===== config.mk =====
export PLATFORM = sky130hd
export DESIGN_NAME = hoist_ctrl_flat
export DESIGN_NICKNAME = d
export VERILOG_FILES = /design/src/rtl/hoist_ctrl_if.sv /design/src/rtl/hoist_ctrl.sv /design/src/flat_wrapper.sv
export SDC_FILE = /design/constraint.sdc
export NUM_CORES = 1
export LEC_CHECK = 0
export ABC_CLOCK_PERIOD_IN_PS = 2000
export CORE_MARGIN = 2
export CORE_UTILIZATION = 40
export DETAILED_ROUTE_END_ITERATION = 8
export PLACE_DENSITY = 0.67
export SLEW_MARGIN = 20
export SYNTH_ARGS = -nofsm -noshare
export SYNTH_HDL_FRONTEND = slang
export SYNTH_SLANG_ARGS = --single-unit

===== constraint.sdc =====
create_clock -name CLK -period 2 [get_ports CLK]
set_input_delay 0.2 -clock CLK [delete_from_list [all_inputs] [get_ports CLK]]
set_output_delay 0.2 -clock CLK [all_outputs]
set_load 0.05 [all_outputs]

===== src/rtl/hoist_ctrl_if.sv =====
// Command and status bundle between a hoist command source and hoist_ctrl.
//   go_up, go_down, halt : level-sensitive travel / stop requests (source -> hoist)
//   estado               : registered current state, one-hot (hoist -> source)
//   prox_estado          : combinational next state, one-hot (hoist -> source)
//   pos                  : registered cabin position (hoist -> source)
//   top_lim, bott_lim    : registered limit flags, coincident with pos
//   fault                : sticky conflicting-command flag
interface hoist_ctrl_if #(
   parameter int POS_W = 3
);
   logic             go_up;
   logic             go_down;
   logic             halt;
   logic [4:0]       estado;
   logic [4:0]       prox_estado;
   logic [POS_W-1:0] pos;
   logic             top_lim;
   logic             bott_lim;
   logic             fault;

   modport master (
      output go_up, go_down, halt,
      input  estado, prox_estado, pos, top_lim, bott_lim, fault
   );

   modport slave (
      input  go_up, go_down, halt,
      output estado, prox_estado, pos, top_lim, bott_lim, fault
   );
endinterface


===== src/rtl/hoist_ctrl.sv =====
// Hoist control FSM with a saturating cabin position counter.
// Ports:
//   CLK   : system clock, rising edge active
//   RESET : asynchronous active-high reset, parks the cabin at the bottom
//   bus   : hoist_ctrl_if slave side (commands in, state/position/limits/fault out)
// The one-hot current and next state are both exported so behavioural and
// synthesized netlists can be cross-checked cycle by cycle.
module hoist_ctrl #(
   parameter int TOP_POS = 5,
   parameter int POS_W   = 3
) (
   input  logic        CLK,
   input  logic        RESET,
   hoist_ctrl_if.slave bus
);
   typedef enum logic [4:0] {
      REPOSO   = 5'h01,
      SUBIENDO = 5'h02,
      BAJANDO  = 5'h04,
      TOPE     = 5'h08,
      FONDO    = 5'h10
   } state_t;

   localparam logic [POS_W-1:0] POS_TOP    = POS_W'(TOP_POS);
   localparam logic [POS_W-1:0] POS_TOP_M1 = POS_W'(TOP_POS - 1);
   localparam logic [POS_W-1:0] POS_ONE    = POS_W'(1);
   localparam logic [POS_W-1:0] POS_ZERO   = '0;

   state_t           state_q;
   state_t           state_d;
   state_t           park;
   logic [POS_W-1:0] pos_q;
   logic [POS_W-1:0] pos_d;
   logic             top_q;
   logic             bott_q;
   logic             fault_q;
   logic             conflict;
   logic             cmd_stop;

   assign conflict = bus.go_up & bus.go_down;
   assign cmd_stop = bus.halt | conflict;

   // Where the cabin rests when it stops: the label depends only on the
   // position seen now, even if the counter still takes one more step.
   always_comb begin
      park = REPOSO;
      if (pos_q == POS_TOP) begin
         park = TOPE;
      end else if (pos_q == POS_ZERO) begin
         park = FONDO;
      end
   end

   // Next-state decision. A stop beats everything; an unknown (non one-hot)
   // state also falls back to the park state so an upset self-recovers.
   // Reversal goes straight from one travel state to the other.
   always_comb begin
      state_d = state_q;
      if (cmd_stop) begin
         state_d = park;
      end else begin
         case (state_q)
            FONDO:    state_d = bus.go_up ? SUBIENDO : FONDO;
            TOPE:     state_d = bus.go_down ? BAJANDO : TOPE;
            REPOSO: begin
               if (bus.go_up)        state_d = SUBIENDO;
               else if (bus.go_down) state_d = BAJANDO;
               else                  state_d = REPOSO;
            end
            SUBIENDO: begin
               if (bus.go_up)        state_d = (pos_q == POS_TOP_M1) ? TOPE : SUBIENDO;
               else if (bus.go_down) state_d = BAJANDO;
               else                  state_d = REPOSO;
            end
            BAJANDO: begin
               if (bus.go_down)      state_d = (pos_q == POS_ONE) ? FONDO : BAJANDO;
               else if (bus.go_up)   state_d = SUBIENDO;
               else                  state_d = REPOSO;
            end
            default:  state_d = park;
         endcase
      end
   end

   // Position moves according to the state already registered, which gives
   // the one-edge lag between entering a travel state and the first step.
   always_comb begin
      pos_d = pos_q;
      if (state_q == SUBIENDO && pos_q < POS_TOP) begin
         pos_d = pos_q + POS_ONE;
      end else if (state_q == BAJANDO && pos_q != POS_ZERO) begin
         pos_d = pos_q - POS_ONE;
      end
   end

   // State, position and limit registers. Limits are computed from the
   // incoming position so they line up with pos on the same edge.
   always_ff @(posedge CLK or posedge RESET) begin
      if (RESET) begin
         state_q <= FONDO;
         pos_q   <= POS_ZERO;
         top_q   <= 1'b0;
         bott_q  <= 1'b1;
         fault_q <= 1'b0;
      end else begin
         state_q <= state_d;
         pos_q   <= pos_d;
         top_q   <= (pos_d == POS_TOP);
         bott_q  <= (pos_d == POS_ZERO);
         if (conflict && !bus.halt) begin
            fault_q <= 1'b1;
         end
      end
   end

   assign bus.estado      = state_q;
   assign bus.prox_estado = state_d;
   assign bus.pos         = pos_q;
   assign bus.top_lim     = top_q;
   assign bus.bott_lim    = bott_q;
   assign bus.fault       = fault_q;
endmodule


===== src/flat_wrapper.sv =====
// flat-port wrapper written by rule: the top's interface ports become plain ports
module hoist_ctrl_flat 
#(
   parameter int TOP_POS = 5,
   parameter int POS_W   = 3
)
  (CLK, RESET, bus_go_up, bus_go_down, bus_halt, bus_estado, bus_prox_estado, bus_pos, bus_top_lim, bus_bott_lim, bus_fault);
  hoist_ctrl_if #(.POS_W(POS_W)) bus_i ();
  input  logic CLK;
  input  logic RESET;
  input wire logic [$bits(bus_i.go_up)-1:0] bus_go_up;
  input wire logic [$bits(bus_i.go_down)-1:0] bus_go_down;
  input wire logic [$bits(bus_i.halt)-1:0] bus_halt;
  output wire logic [$bits(bus_i.estado)-1:0] bus_estado;
  output wire logic [$bits(bus_i.prox_estado)-1:0] bus_prox_estado;
  output wire logic [$bits(bus_i.pos)-1:0] bus_pos;
  output wire logic [$bits(bus_i.top_lim)-1:0] bus_top_lim;
  output wire logic [$bits(bus_i.bott_lim)-1:0] bus_bott_lim;
  output wire logic [$bits(bus_i.fault)-1:0] bus_fault;
  assign bus_i.go_up = bus_go_up;
  assign bus_i.go_down = bus_go_down;
  assign bus_i.halt = bus_halt;
  assign bus_estado = bus_i.estado;
  assign bus_prox_estado = bus_i.prox_estado;
  assign bus_pos = bus_i.pos;
  assign bus_top_lim = bus_i.top_lim;
  assign bus_bott_lim = bus_i.bott_lim;
  assign bus_fault = bus_i.fault;
  hoist_ctrl #(.TOP_POS(TOP_POS), .POS_W(POS_W)) u_core (.CLK(CLK), .RESET(RESET), .bus(bus_i));
endmodule

==> results.yml <==
run_status:
  status: "complete, but fails checks"
  violations: "setup timing"
place:
  dpl.hpwl_um: 1550
  port_buffers: 20
  post_dp_cell_area_um2: 1190
  rd_place_congestion: 0.796
  preCtsSetupSlack_ps: 23.0
timing:
  final-hold-violation-count: 0
  timing.slew.headroom_pct: 66.6
  worst_pin_slew_ps: 500
  finalHoldWorstSlack_ps: 219
  fin_ws_ps: -162
  setup_viol: 5
  clock.fmax_mhz: 463
  timing.final.crit_share_pct: 108
  timing.final.crit_period_ps: 2160
  clock-skew-final_ps: 3.11
  grt_setup_unrepaired: "yes"
  maxSlewViolCount: 0
floorplanning:
  floorplan.io_pins: 21
  die_area_um2: 2520
  floorplan.die.height_um: 50.2
  start_util_pct: 43.1
  floorplan.core_area_um2: 1980
  die_x_um: 50.2
  rows: 16
routing:
  ant_nets: 0
  wl_per_cell_um: 14.7
  wirelength_um: 2220
  vias: 840
  viasPerCell: 5.56
  drtIter0Drc: 23
  post_route_drc_violation_count: 0
  drt_pre_antenna_iters: 7
logic_synthesis:
  synth_seq_area_share_pct: 32.5
  postSynthRegisterBits: 11
  synth.top_cell.area_share_pct: 26.4
  yosysUniqueCellTypes: 44
  post_synth_instance_area_um2: 855
  syn_inst: 93
  synth_area_leader_cell: "dfrtp_1"
  synth_top_flop_cell: "dfrtp_1"
  syn_nets: 102
  post_synth.cell_area_avg_um2: 9.19
  synth.area.top_cells: "dfrtp_1, dfstp_2, ha_1"
  synth-edff-count: 0
  synthesis.yosys.warnings: 0
  asyncSetResetFlopFracSynth_pct: 100
critical_path:
  worstSetupPathType: "reg -> out"
  worstPathRequired_ps: 1800
  start_kind: "flip-flop"
  cp_cell_sequence: "or2_4, nor3_2, o311a_4, mux2i_4, buf_12"
  timing.critical_path.to_type: "primary output"
  timing.reg2reg.setup_slack_ps: 190
  worstPathArrival_ps: 1960
  timing.rr.end: "u_core.bus.bott_lim"
  slowest_library_cell_on_the_worst_path: "dfrtp_2"
  worst-r2r-cell-count: 6
  worst_r2r_startpoint: "u_core.bus.pos[0]"
  maximum_fanout_along_the_worst_path: 5
  crit_family: "simple AND/OR/NAND/NOR gates"
  cp_slowest_stage_delay_ps: 430
  critical_path.n_buffers_inverters: 1
power:
  worst_ir_drop_vdd_mv: 1.09
  power_leakage_nw: 0.561
  power.density_cell_area_nw_per_um2: 1640
layout:
  syn2layout_area_growth_pct: 57.2
  diodes: 0
  n_fill_cell: 154
  final_design_area_no_fill_um2: 1340
  final_layout_size_suffix_gt1_share_pct: 38.7
  final_net_count: 134
global_routing:
  grt_antenna_before_repair: 0
  wire_length_of_the_first_global_routing_pass_um: 3630
  grtUsageTotal_pct: 19.7
  grtUsageMet3_pct: 3.87
  grt.busiest_layer: "met2"
  grtUsageMet2_pct: 27.9
  first_global_vias: 786
  groute.layer.met1.usage_pct: 27.7
  globalRouteOverflowTotal: 0
  grt_start_max_net_pins: 12
run:
  cap_viol_max_count: 0
clocking:
  clk-insertion-delay-late_ps: 280
  clk_transition_reported_paths_ps: 80
  max-clock-path-buffers: 2
  cts_num_sinks: 11
  cts_tree: "yes"
  clk_root_buffer_cell: "clkbuf_4"
  tritoncts.num_buffers: 3
  ctsHtreeMaxLevel: 1
worst_hold_path:
  hold_path_class: "in -> async"
## cell families after synthesis
kind of cell    count (synthesis)  share of synthesized area [%]
compound gates                 21                           19.3
simple gates                   38                           25.6
mux                             4                           4.69
flops                          11                           32.5
buf+inv                        12                           8.93
fa+ha+maj                       4                           5.86
xor+xnor                        3                           3.08
## cells in the mapped netlist (2+ instances only)
| library cell | n |
|---|---|
| and3_1 | 2 |
| ha_1 | 4 |
| nor2_1 | 9 |
| dfstp_2 | 2 |
| xnor2_1 | 2 |
| or2_2 | 2 |
| dfrtp_1 | 9 |
| a21oi_1 | 2 |
| a22oi_1 | 2 |
| inv_1 | 5 |
| buf_4 | 2 |
| o21ai_0 | 2 |
| mux2i_1 | 4 |
| o31ai_1 | 2 |
| a32oi_1 | 3 |
| nor3_1 | 9 |
| nand2_1 | 5 |
## worst max path at each step
stage          depth (start not counted)            startpoint  slack, ps            endpoint
2_1_floorplan                          6  u_core.bus.estado[0]       -260  bus_prox_estado[4]
3_3_place_gp                           5  u_core.bus.estado[0]         70  bus_prox_estado[0]
3_5_place_dp                           5  u_core.bus.estado[0]         20  bus_prox_estado[4]
4_1_cts                                6  u_core.bus.estado[0]       -130  bus_prox_estado[1]
5_1_grt                                5  u_core.bus.estado[0]       -240  bus_prox_estado[3]
6_report                               5  u_core.bus.estado[0]       -160  bus_prox_estado[0]
## sequential cells by signal, summed over array words and instances (netlist names)
register             cells
u_core.bus.estado        5
u_core.bus.top_lim       1
u_core.bus.fault         1
u_core.bus.bott_lim      1
u_core.bus.pos           3
## area by class of cell
class / instances / area (um2) / share of cell area [%]
tap: 27 / 33.8 / 2.51
inverter: 5 / 18.8 / 1.40
multi-input combinational: 70 / 626 / 46.6
clock buffer: 4 / 26.3 / 1.96
timing repair buffer: 34 / 358 / 26.6
sequential: 11 / 282 / 20.9
## report_power, final
group	total, mW	switching, mW	leakage, nW	internal [mW]
Sequential	0.407	0.0972	0.133	0.310
Clock	0.162	0.0850	0.0150	0.0775
Combinational	1.63	0.912	0.413	0.723
## layout by cell type, fill, tap and decap left out, types with 2 or more instances in the layout
cell type	n
nor2_2	2
nand2_1	5
nor2_1	6
o21ai_0	2
a22oi_1	2
clkdlybuf4s50_1	14
clkbuf_4	3
dfrtp_1	6
dfstp_2	2
mux2i_4	3
ha_1	4
buf_4	14
nor3_2	3
inv_1	5
nor3_1	6
buf_12	5
a32oi_1	2
a21oi_1	2
dfrtp_2	3
## through the flow
step                util (%)  std cells  power (mW)  setup TNS, ps
global route            67.8        151        2.32          -1040
finish                  67.8        151        2.20           -664
floorplan                  -         93        1.44          -2140
global placement        60.2        142        1.85              0
CTS                     66.3        151        2.16           -560
detailed placement      60.2        142        1.87              0
## per-layer routing
metal,wire length (um),part of all wire (%)
met1,1080,48
met2,999,45
met3,99,4.5
met4,45,2.0
met5,0,0
## what timing repair did
action,in CTS,in global routing
endpoints found under the setup margin,5,6
hold buffers,0,0
endpoints found under the hold margin,0,0
gates resized for setup,11,6
pin swaps,4,1
setup buffers,5,0
No activity file was read; power rests on OpenSTA's default activity.
